## src/rtl/pc_gen_pkg.sv

```systemverilog
// Shared definitions for the fetch-stage program-counter generator:
// chip-enable encoding, default vectors and the PC source selection.
package pc_gen_pkg;

  localparam logic CHIP_ENABLE  = 1'b1;
  localparam logic CHIP_DISABLE = 1'b0;

  localparam int          INST_ADDR_BUS_W   = 32;
  localparam logic [31:0] DEFAULT_RESET_VEC = 32'h0000_0000;
  localparam logic [31:0] DEFAULT_EXC_VEC   = 32'h0000_0020;

  // Fetch state; the enabled state is what drives the memory chip enable.
  typedef enum logic {
    ST_IDLE = 1'b0,
    ST_RUN  = 1'b1
  } run_state_e;

  typedef enum logic [2:0] {
    SRC_HOLD,
    SRC_SEQ,
    SRC_EXC,
    SRC_BRANCH,
    SRC_PEND,
    SRC_RESET
  } pc_src_e;

endpackage

```

## src/rtl/pc_redirect_buf.sv

```systemverilog
// Holds one redirect that arrived while fetch was stalled. Exception-tagged
// entries win over branches; a newer branch replaces an older branch.
module pc_redirect_buf
  import pc_gen_pkg::*;
#(
  parameter int                ADDR_W  = INST_ADDR_BUS_W,
  parameter logic [ADDR_W-1:0] EXC_VEC = ADDR_W'(DEFAULT_EXC_VEC)
) (
  input  logic              clk,
  input  logic              rst,
  input  logic              run_i,
  input  logic              stall_i,
  input  logic              exc_i,
  input  logic              br_i,
  input  logic [ADDR_W-1:0] br_tgt_i,
  output logic              pend_o,
  output logic              pend_exc_o,
  output logic [ADDR_W-1:0] pend_tgt_o
);

  logic              pend_q,     pend_d;
  logic              pend_exc_q, pend_exc_d;
  logic [ADDR_W-1:0] pend_tgt_q, pend_tgt_d;

  always_comb begin
    pend_d     = pend_q;
    pend_exc_d = pend_exc_q;
    pend_tgt_d = pend_tgt_q;
    if (!run_i || !stall_i) begin
      // Any unstalled edge consumes or supersedes the entry; idle never buffers.
      pend_d     = 1'b0;
      pend_exc_d = 1'b0;
    end else if (exc_i) begin
      pend_d     = 1'b1;
      pend_exc_d = 1'b1;
      pend_tgt_d = EXC_VEC;
    end else if (br_i && !(pend_q && pend_exc_q)) begin
      pend_d     = 1'b1;
      pend_exc_d = 1'b0;
      pend_tgt_d = br_tgt_i;
    end
  end

  always_ff @(posedge clk) begin
    if (rst) begin
      pend_q     <= 1'b0;
      pend_exc_q <= 1'b0;
      pend_tgt_q <= '0;
    end else begin
      pend_q     <= pend_d;
      pend_exc_q <= pend_exc_d;
      pend_tgt_q <= pend_tgt_d;
    end
  end

  assign pend_o     = pend_q;
  assign pend_exc_o = pend_exc_q;
  assign pend_tgt_o = pend_tgt_q;

endmodule

```

## src/rtl/pc_gen.sv

```systemverilog
// Fetch program-counter generator: sequential step, stall hold, branch and
// exception redirect, with stalled redirects buffered until release.
module pc_gen
  import pc_gen_pkg::*;
#(
  parameter int                ADDR_W     = INST_ADDR_BUS_W,
  parameter logic [ADDR_W-1:0] RESET_VEC  = ADDR_W'(DEFAULT_RESET_VEC),
  parameter logic [ADDR_W-1:0] EXC_VEC    = ADDR_W'(DEFAULT_EXC_VEC),
  parameter int                STEP       = 4,
  parameter int                ALIGN_BITS = 2
) (
  input  logic              clk,
  input  logic              rst,
  input  logic              stall_i,
  input  logic              branch_flag_i,
  input  logic [ADDR_W-1:0] branch_target_i,
  input  logic              exc_flag_i,
  output logic [ADDR_W-1:0] pc_o,
  output logic              ce_o,
  output logic              misalign_o,
  output logic              pend_o
);

  localparam logic [ADDR_W-1:0] LOW_MASK = ADDR_W'((64'd1 << ALIGN_BITS) - 64'd1);

  run_state_e        state_q, state_d;
  logic [ADDR_W-1:0] pc_q, pc_d;
  logic              misalign_q, misalign_d;
  pc_src_e           src;

  logic              run;
  logic [ADDR_W-1:0] br_tgt_aligned;
  logic              br_low_set;
  logic              pend_v, pend_exc;
  logic [ADDR_W-1:0] pend_tgt;

  assign run            = (state_q == ST_RUN);
  assign br_tgt_aligned = branch_target_i & ~LOW_MASK;
  assign br_low_set     = |(branch_target_i & LOW_MASK);

  pc_redirect_buf #(
    .ADDR_W  (ADDR_W),
    .EXC_VEC (EXC_VEC)
  ) u_buf (
    .clk        (clk),
    .rst        (rst),
    .run_i      (run),
    .stall_i    (stall_i),
    .exc_i      (exc_flag_i),
    .br_i       (branch_flag_i),
    .br_tgt_i   (br_tgt_aligned),
    .pend_o     (pend_v),
    .pend_exc_o (pend_exc),
    .pend_tgt_o (pend_tgt)
  );

  always_comb begin
    state_d    = ST_RUN;
    src        = SRC_HOLD;
    misalign_d = 1'b0;
    if (!run) begin
      src = SRC_RESET;
    end else begin
      if (exc_flag_i)         src = stall_i ? SRC_HOLD : SRC_EXC;
      else if (branch_flag_i) src = stall_i ? SRC_HOLD : SRC_BRANCH;
      else if (stall_i)       src = SRC_HOLD;
      else if (pend_v)        src = SRC_PEND;
      else                    src = SRC_SEQ;
      // Flag only a branch target that is actually taken or buffered.
      misalign_d = branch_flag_i && !exc_flag_i && br_low_set &&
                   !(stall_i && pend_v && pend_exc);
    end
  end

  always_comb begin
    pc_d = pc_q;
    case (src)
      SRC_RESET:  pc_d = RESET_VEC;
      SRC_EXC:    pc_d = EXC_VEC;
      SRC_BRANCH: pc_d = br_tgt_aligned;
      SRC_PEND:   pc_d = pend_tgt;
      SRC_SEQ:    pc_d = pc_q + ADDR_W'(STEP);
      default:    pc_d = pc_q;
    endcase
  end

  always_ff @(posedge clk) begin
    if (rst) begin
      state_q    <= ST_IDLE;
      pc_q       <= RESET_VEC;
      misalign_q <= 1'b0;
    end else begin
      state_q    <= state_d;
      pc_q       <= pc_d;
      misalign_q <= misalign_d;
    end
  end

  assign pc_o       = pc_q;
  assign ce_o       = run ? CHIP_ENABLE : CHIP_DISABLE;
  assign misalign_o = misalign_q;
  assign pend_o     = pend_v;

endmodule
```

## config.mk

```make
export PLATFORM = sky130hd
export DESIGN_NAME = pc_gen
export DESIGN_NICKNAME = d
export VERILOG_FILES = /design/src/rtl/pc_gen_pkg.sv /design/src/rtl/pc_redirect_buf.sv /design/src/rtl/pc_gen.sv
export SDC_FILE = /design/constraint.sdc
export NUM_CORES = 1
export LEC_CHECK = 0
export BUFFER_PORTS_ARGS = -buffer_cell sky130_fd_sc_hd__clkbuf_2
export CAP_MARGIN = 20
export CORE_UTILIZATION = 52
export DETAILED_ROUTE_END_ITERATION = 7
export GPL_TIMING_DRIVEN = 0
export PLACE_DENSITY = 0.82
export SLEW_MARGIN = 10
export SYNTH_ARGS = -nofsm -noshare
export SYNTH_HDL_FRONTEND = slang
export SYNTH_SLANG_ARGS = --single-unit
```

## constraint.sdc

```tcl
create_clock -name clk -period 4.8 [get_ports clk]
set_input_delay 0.96 -clock clk [delete_from_list [all_inputs] [get_ports clk]]
set_output_delay 0.96 -clock clk [all_outputs]
set_load 0.01 [all_outputs]
```

==> impl.org, run 1 <==
** Outcome
- The run finished with clean final reports.

** Yosys
- Synthesized area :: 3167 um2
- For this run, the register share of the synthesized area comes to 40.46%.
- Number of enable-type register cells in the synthesized netlist :: 0
- The average instance in the mapped netlist occupies 8.821 um2.
- Synthesized instance count :: 359
- Ys flop type :: sky130_fd_sc_hd__dfxtp_1
- Counting flops with an async set or reset pin after synthesis yields a share of 0%.
- Yosys printed 0 warnings.
- Synthesis instantiated 44 different standard cells from the library.
- The synthesized design contains 64 register bits.

** Cells and area
- Leaving out fill and tap cells, the most frequent cells in the layout are 67 x sky130_fd_sc_hd__clkbuf_2, 64 x sky130_fd_sc_hd__dfxtp_1, 31 x sky130_fd_sc_hd__a22o_1.
- Relative to the synthesized area, the layout overhead comes to 19.56%.
- Number of inserted diodes :: 0
- In the final design database the tool counted about 480 nets.
- Cells with a size suffix above 1 make up 23.08% of the layout.
- At the end of the flow the core is filled with cells to 64.33%.
- Post-route cell area :: 3786 um2
- Leading cell type in the layout, fill and taps excluded :: sky130_fd_sc_hd__clkbuf_2
- Number of inserted filler cells in the final layout :: 505

** Global route
- The first global-routing pass estimated 14490 um of wire.
- Overall global routing resource usage :: 29.64%
- The number of antenna violations at the first check in global routing was 0.
- Pin count of the biggest net entering global routing :: 11
- The via count of the first global-routing pass is a little over 3000.
- Sum of overflow across all layers after global routing :: 0

** Clock tree
- Reg clk slew, reported paths :: ~70 ps
- H-tree depth reported by CTS :: 3
- The clock drives 64 sinks.
- Buffer type at the clock tree root :: sky130_fd_sc_hd__clkbuf_8
- Post-CTS repair changed the size of 0 cells.
- TritonCTS built the clock tree.
- Number of buffers on the longest clock path :: 2
- Clock tree synthesis inserted a total of 9 buffers.
- Post-CTS Setup Inserts :: 0
- Latest clock arrival within the worst-skew pair :: 350 ps
- Hold buffer count at CTS :: 0

** Drt
- Length of the first detailed-routing pass in iterations :: 8
- Dividing the detail-routed wire length by the instance count gives 17.67 um.
- For this run, design rule violations remaining after detail routing come to 0.
- Across all layers, the routed design uses 3250 vias.
- Met1 routed wirelength after detailed routing :: approximately 3800 um
- After detailed routing, the total wire length is 9136 um.
- Via density per instance :: around 6.3
- Number of DRC violations after detailed-routing iteration 0 :: 379
- WL met3 :: approximately 860 um
- Sum of met2 wire segment lengths after detailed routing :: approximately 4300 um
- In this run the top signal layer used is met4.
- In this run the remaining antenna-violating nets after routing total 0.

** Setup path
- CP Launch Type :: input port
- Crit. End Element :: register
- In this run the worst path has a maximum fanout of 10.
- Critical path data required time :: a little over 5000 ps
- Worst setup path category :: input port to register
- CP max-delay cell :: sky130_fd_sc_hd__nor3_4
- Among the stages of the critical path, the cell type that occurs most often is sky130_fd_sc_hd__buf_2.
- Arrival time of the worst setup path :: ~2500 ps
- CP Cell Sequence :: clkbuf_2 -> and2_1 -> buf_2 -> o21ai_2 -> nor3_4 -> buf_2 -> a22o_1
- Delay of the slowest critical-path stage :: approximately 400 ps

** Pwr
- In this run the power density over the cells is 295.3 nW/um2.
- LEAKAGE :: 1.445 nW
- The worst-case IR drop observed on VDD is a little over 0.2 mV.
- Summing internal, switching and leakage power gives 1.118 mW.

** Die
- The total area inside the core boundary comes to 5886 um2.
- Overall die area :: 6406 um2
- The floorplan has 28 rows.
- Starting utilization of the core area :: between 50 and 60%
- Count of boundary I/O pins :: 72
- From bottom edge to top edge, the die measures 80.04 um.
- The die is 80.04 um wide.

** Place
- The congestion estimate from routability-driven global placement came to 0.8126.
- Once placement finished, the instance area stood at between 3000 and 4000 um2.
- The wire-length estimate of the detail-placed layout is 6171 um.
- Count of input and output buffers :: 67

** Timing
- In the final timing run, aggregate negative setup slack is 0 ps.
- Final hold violation count :: 0
- Maximum frequency from static timing analysis :: 448.3 MHz
- Max_slew headroom :: ~56%
- Setup repair after global routing left no endpoint under its margin.
- Worst Max-Slew Pin Slew :: 654.8 ps
- Number of slew-limit violations in the final report :: 0
- Post-route clock period utilization :: 46.47%
- Number of failing setup endpoints in the final timing report :: 0
- The worst path in the final design needs a cycle of 2231 ps, including I/O delays and setup.
- For the final database, setup skew stands at 9.563 ps.

** Min path
- The path class of the tightest hold or removal check is register to register.

** Run
- Across the run, the number of max-cap violations was 0.
## report_power, final
part | switching, mW | total [mW] | internal (mW) | leakage, nW
logic | 0.0615 | 0.101 | 0.0393 | 0.828
clock network | 0.213 | 0.462 | 0.249 | 0.0989
registers | 0.0125 | 0.556 | 0.543 | 0.519
## logic make-up (layout without fill, tap and decap cells)
group                    count (synthesis)  in the layout  synth area share (%)
AND/OR/NAND/NOR                        113            113                 20.15
XOR/XNOR                                25             25                 6.914
other                                    1              2                0.1184
buffers and inverters                   32            114                 4.425
adder cells (fa/ha/maj)                  1              1                0.3950
flip-flops                              64             64                 40.46
AO/OA/AOI/OAI                          123            123                 27.54
## sequential cells by signal, indices dropped and copies added, names as in the netlist
name              cells
u_buf.pend_exc_o      1
u_buf.pend_o          1
pc_o                 30
run                   1
misalign_o            1
u_buf.pend_tgt_o     30
## metal layers
layer	global-route usage (%)	vias to the layer above
li1	-	1520
met1	38.20	1531
met2	47.61	186
met3	7.771	13
met4	10.36	0
met5	0	-
## synthesized netlist by cell type (all sizes together) (2+ instances only)
master  instances  area, um2
and2            2      12.52
nor3            8      56.31
nor2b           2      12.51
nor3b          12      95.09
and4            5      45.04
inv             3      11.26
a31oi           2      12.51
and2b           2      15.01
xor2           15      131.4
and3            3      18.77
xnor2          10      87.58
clkbuf         16      60.06
a22oi          22      165.2
a222oi          7      70.07
o22ai          21      131.4
buf            13      68.81
a22o           31      271.5
dfxtp          64       1281
nand2          29      108.9
o21ai           9      48.80
nand3          15      75.07
nand4          10      68.81
a21oi          26      130.1
nand2b          3      18.77
nor2           20      75.07
## critical path: cells and delay by family
kind	cells	cell delay [ps]
compound gates	2	360
buf+inv	3	660
simple gates	2	530
## layout make-up
cell class                      instances  area (um2)  area share, %
Clock inverter                          4       45.04          1.190
Clock buffer                           11       141.4          3.734
Buffer                                 29       128.9          3.404
Sequential cell                        64        1281          33.84
Timing Repair Buffer                   67       335.3          8.857
Inverter                                3       11.26         0.2974
Multi-Input combinational cell        264        1749          46.20
Tap cell                               75       93.84          2.479
## through the flow
stage | setup WS, ps | hold WS (ps) | instances
6_report | 2569 | 479.8 | 517
3_5_place_dp | 2229 | 460.0 | 502
3_3_place_gp | 2276 | 456.8 | 502
4_1_cts | 2586 | 479.1 | 517
5_1_grt | 2445 | 490.4 | 517
2_1_floorplan | 2553 | 442.6 | 360
## worst paths after layout
| path | startpoint | end | slack (ps) | cells after the start |
|---|---|---|---|---|
| hold reg to reg | u_buf.pend_tgt_o[13]$_SDFFE_PP0P_ | u_buf.pend_tgt_o[13]$_SDFFE_PP0P_ | 480 | 1 |
| setup reg to reg | run$_DFF_P_ | u_buf.pend_tgt_o[17]$_SDFFE_PP0P_ | 2750 | 6 |
| setup / recovery | stall_i | u_buf.pend_tgt_o[17]$_SDFFE_PP0P_ | 2570 | 7 |
| hold / removal | u_buf.pend_tgt_o[13]$_SDFFE_PP0P_ | u_buf.pend_tgt_o[13]$_SDFFE_PP0P_ | 480 | 1 |
(Power assumes the default switching activity.)
==> run 2, diff against run 1 <==
--- a/config.mk
+++ b/config.mk
@@ -7,10 +7,10 @@
 export LEC_CHECK = 0
 export BUFFER_PORTS_ARGS = -buffer_cell sky130_fd_sc_hd__clkbuf_2
 export CAP_MARGIN = 20
-export CORE_UTILIZATION = 52
+export CORE_UTILIZATION = 49
 export DETAILED_ROUTE_END_ITERATION = 7
 export GPL_TIMING_DRIVEN = 0
-export PLACE_DENSITY = 0.82
+export PLACE_DENSITY = 0.81
 export SLEW_MARGIN = 10
 export SYNTH_ARGS = -nofsm -noshare
 export SYNTH_HDL_FRONTEND = slang
==> constraint.sdc (replaced) <==
create_clock -name clk -period 2 [get_ports clk]
set_input_delay 0.4 -clock clk [delete_from_list [all_inputs] [get_ports clk]]
set_output_delay 0.4 -clock clk [all_outputs]
set_load 0.01 [all_outputs]
==> run 2 against run 1 <==
  * Die area grew 6.0%
  * Worst setup slack worse by 2400 ps
  * Final area increased by 0.36%
  * Clock skew shrank 1.6 ps
  * Largest power group unchanged
  * Wire length increased by 0.40%
  * Cell count increased by 0.39%
  * Flip-flop and latch count is the same
  * Highest routed layer unchanged
==> impl.org, run 2 (synthesized netlist as in run 1, its figures left out) <==
** Outcome
- The flow ran to the end, and the final reports show no timing, DRC or antenna violations.

** Timing
- Final hold violation count :: 0
- Number of failing setup endpoints in the final timing report :: 0
- Post-route clock skew :: 7.975 ps
- Min Tclk post-route :: approximately 1900 ps
- Setup repair after global routing left no endpoint under its margin.
- Worst Max-Slew Pin Slew :: 598.4 ps
- The worst path uses 93.60% of the clock period.
- Based on the critical path, the design can be clocked at up to 534.2 MHz.
- The final count of pins violating max slew is 0.
- After routing, the total negative slack on setup checks comes to 0 ps.
- Max_slew headroom :: 60.10%

** Die
- just over 70 I/O pins were placed.
- Measured along the y axis, the die boundary spans ~82 um.
- The floorplan step set the die width to about 80 um.
- The die covers 6788 um2.
- The region available for standard cell placement spans 6061 um2.
- The initial utilization of the core area, before any placement, comes to 52.25%.
- In this run the core area contains 28 standard-cell rows.

** Setup path
- CP Cell Sequence :: and2_1 -> buf_2 -> o21ai_2 -> and2_0 -> buf_2 -> buf_2 -> a22o_1
- Cell occurring most often along the worst timing path :: sky130_fd_sc_hd__buf_2
- Crit. End Element :: register
- Arrival time of the worst setup path :: ~2100 ps
- In this run the worst path has a maximum fanout of 10.
- Worst R2R Start :: run$_DFF_P_
- Delay of the slowest critical-path stage :: ~400 ps
- Startpoint of the most critical setup path :: run$_DFF_P_
- Data on the critical path is required at its endpoint by 2240 ps.
- CP max-delay cell :: sky130_fd_sc_hd__dfxtp_2
- The worst setup path is of the register to register kind.
- The number of buffers and inverters on the critical path is 3.
- STA classifies the critical path startpoint as a register.
- Broken down by cell family, the worst path's largest delay share belongs to buffers and inverters.

** Pwr
- Largest vdd supply drop :: 0.5072 mV
- Power comes to around 2.6 mW.
- LEAKAGE :: 1.463 nW
- Power spread over the standard cell area amounts to a little under 700 nW/um2.

** Drt
- Remaining number of nets flagged by the antenna check after routing :: 0
- Wires add up to 9173 um.
- After detailed routing, the number of vias per cell comes to 6.233.
- After detailed routing, the average wire length per cell comes to 17.67 um.
- The first TritonRoute pass finished after 6 iterations.
- For this run, design rule violations remaining after detail routing come to 0.
- Number of vias after detailed routing :: 3235
- Number of DRC violations after detailed-routing iteration 0 :: 337

** Place
- Gpl congestion :: 0.8520
- The placed instances occupy a cell area of 3600 um2.
- Dpl cells :: 502
- Count of input and output buffers :: 67
- Once detailed placement completed, the half-perimeter wirelength came to just over 6000 um.

** Clock tree
- Clock sink total :: 64
- For the worst-skew pair, the clock arrives at the later sink with an insertion delay of roughly 350 ps.
- The H-tree was split into 3 levels.
- Clock tree from TritonCTS :: done
- Clock buffer count from CTS :: 9
- Reg clk slew, reported paths :: ~70 ps
- CTS placed an instance of sky130_fd_sc_hd__clkbuf_8 at the clock tree root.
- Buffers inserted to repair hold after CTS numbered 0.
- The clock passes through at most 2 buffers.

** Global route
- Across every metal layer, demand over resource in global routing totals 28.95%.
- Global routing finished with a remaining overflow of 0.
- Entering global routing, the biggest net connects 11 pins.
- Antenna violations before repair :: 0
- The via count of the first global-routing pass was approximately 2900.
- Global-route wire length before repair :: 14280 um

** Cells and area
- Sequential cell area :: 1282 um2
- Post-route cell area :: 3800 um2
- Leaving out fill and tap cells, the most frequent cell in the layout is sky130_fd_sc_hd__clkbuf_2.
- After the last flow step, the layout net total stands at 477.
- Synth-to-Final Area Change :: 19.99%
- Final design utilization :: 62.70%
- Counting the fill cells in the layout gives 551.
- Cell Count, Final, Fillers Out :: between 500 and 600
- In the final layout, the multi-input gates occupy 1760 um2.
- The number of antenna diodes in the final layout is 0.
- Most frequent cells in the layout :: 67 x sky130_fd_sc_hd__clkbuf_2, 63 x sky130_fd_sc_hd__dfxtp_1, 31 x sky130_fd_sc_hd__a22o_1
- Cells with a size suffix above 1 make up 23.42% of the layout.

** Min path
- In this run the most critical hold path is launched from branch_target_i[6].
- Worst hold path type :: input port to register

** Run
- # Max-Cap Violations :: 0
-- run 2: cell count changes in the layout (fill, tap and decap cells not counted), sizes merged --
cell	before	now
clkbuf	94	95
buf	13	14
-- run 2: worst register-to-register path, delay by kind of cell, from the launching register on --
family                 cells  cell delay, ps
AO/OA/AOI/OAI              2             390
buffers and inverters      3             640
flip-flops                 1             400
AND/OR/NAND/NOR            2             330
-- run 2: worst paths after layout --
check	to	slack, ps	depth (start not counted)
worst max register to register	u_buf.pend_tgt_o[17]$_SDFFE_PP0P_	130	7
worst max-delay path	u_buf.pend_tgt_o[17]$_SDFFE_PP0P_	130	7
worst min register to register	u_buf.pend_tgt_o[18]$_SDFFE_PP0P_	480	1
worst min-delay path	u_buf.pend_tgt_o[6]$_SDFFE_PP0P_	280	2
-- run 2: metrics by stage --
step	hold WS [ps]	worst slack [ps]
final	282.6	128.1
after global routing	280.2	20.76
after CTS	268.4	66.52
after detailed placement	457.7	-12.48
after global placement	456.5	13.30
after floorplan	442.6	312.9
-- run 2: what timing repair did --
action,CTS,global route
setup endpoints to repair,1,18
pin swaps,1,0
buffers inserted,1,0
gates resized for setup,0,3
-- run 2: final cells by class --
type,instances,share of cell area (%)
Clock buffer,12,3.556
Sequential cell,64,33.75
Buffer,29,3.392
Multi-Input combinational cell,264,46.33
Tap cell,75,2.470
Inverter,3,0.2963
Clock inverter,4,1.185
Timing Repair Buffer,68,9.022
-- run 2: layer usage --
layer / GRT usage [%] / vias up / part of all wire (%)
met3: 7.582 / 16 / 8.9
met2: 44.38 / 170 / 48
met1: 37.95 / 1528 / 42
li1: - / 1521 / -
met5: 0 / - / 0
met4: 13.16 / 0 / 1.5
-- run 2: where the power goes --
part           internal [mW]  switching, mW
sequential              1.30         0.0289
combinational         0.0950          0.150
clock                  0.571          0.494
total                   1.97          0.673
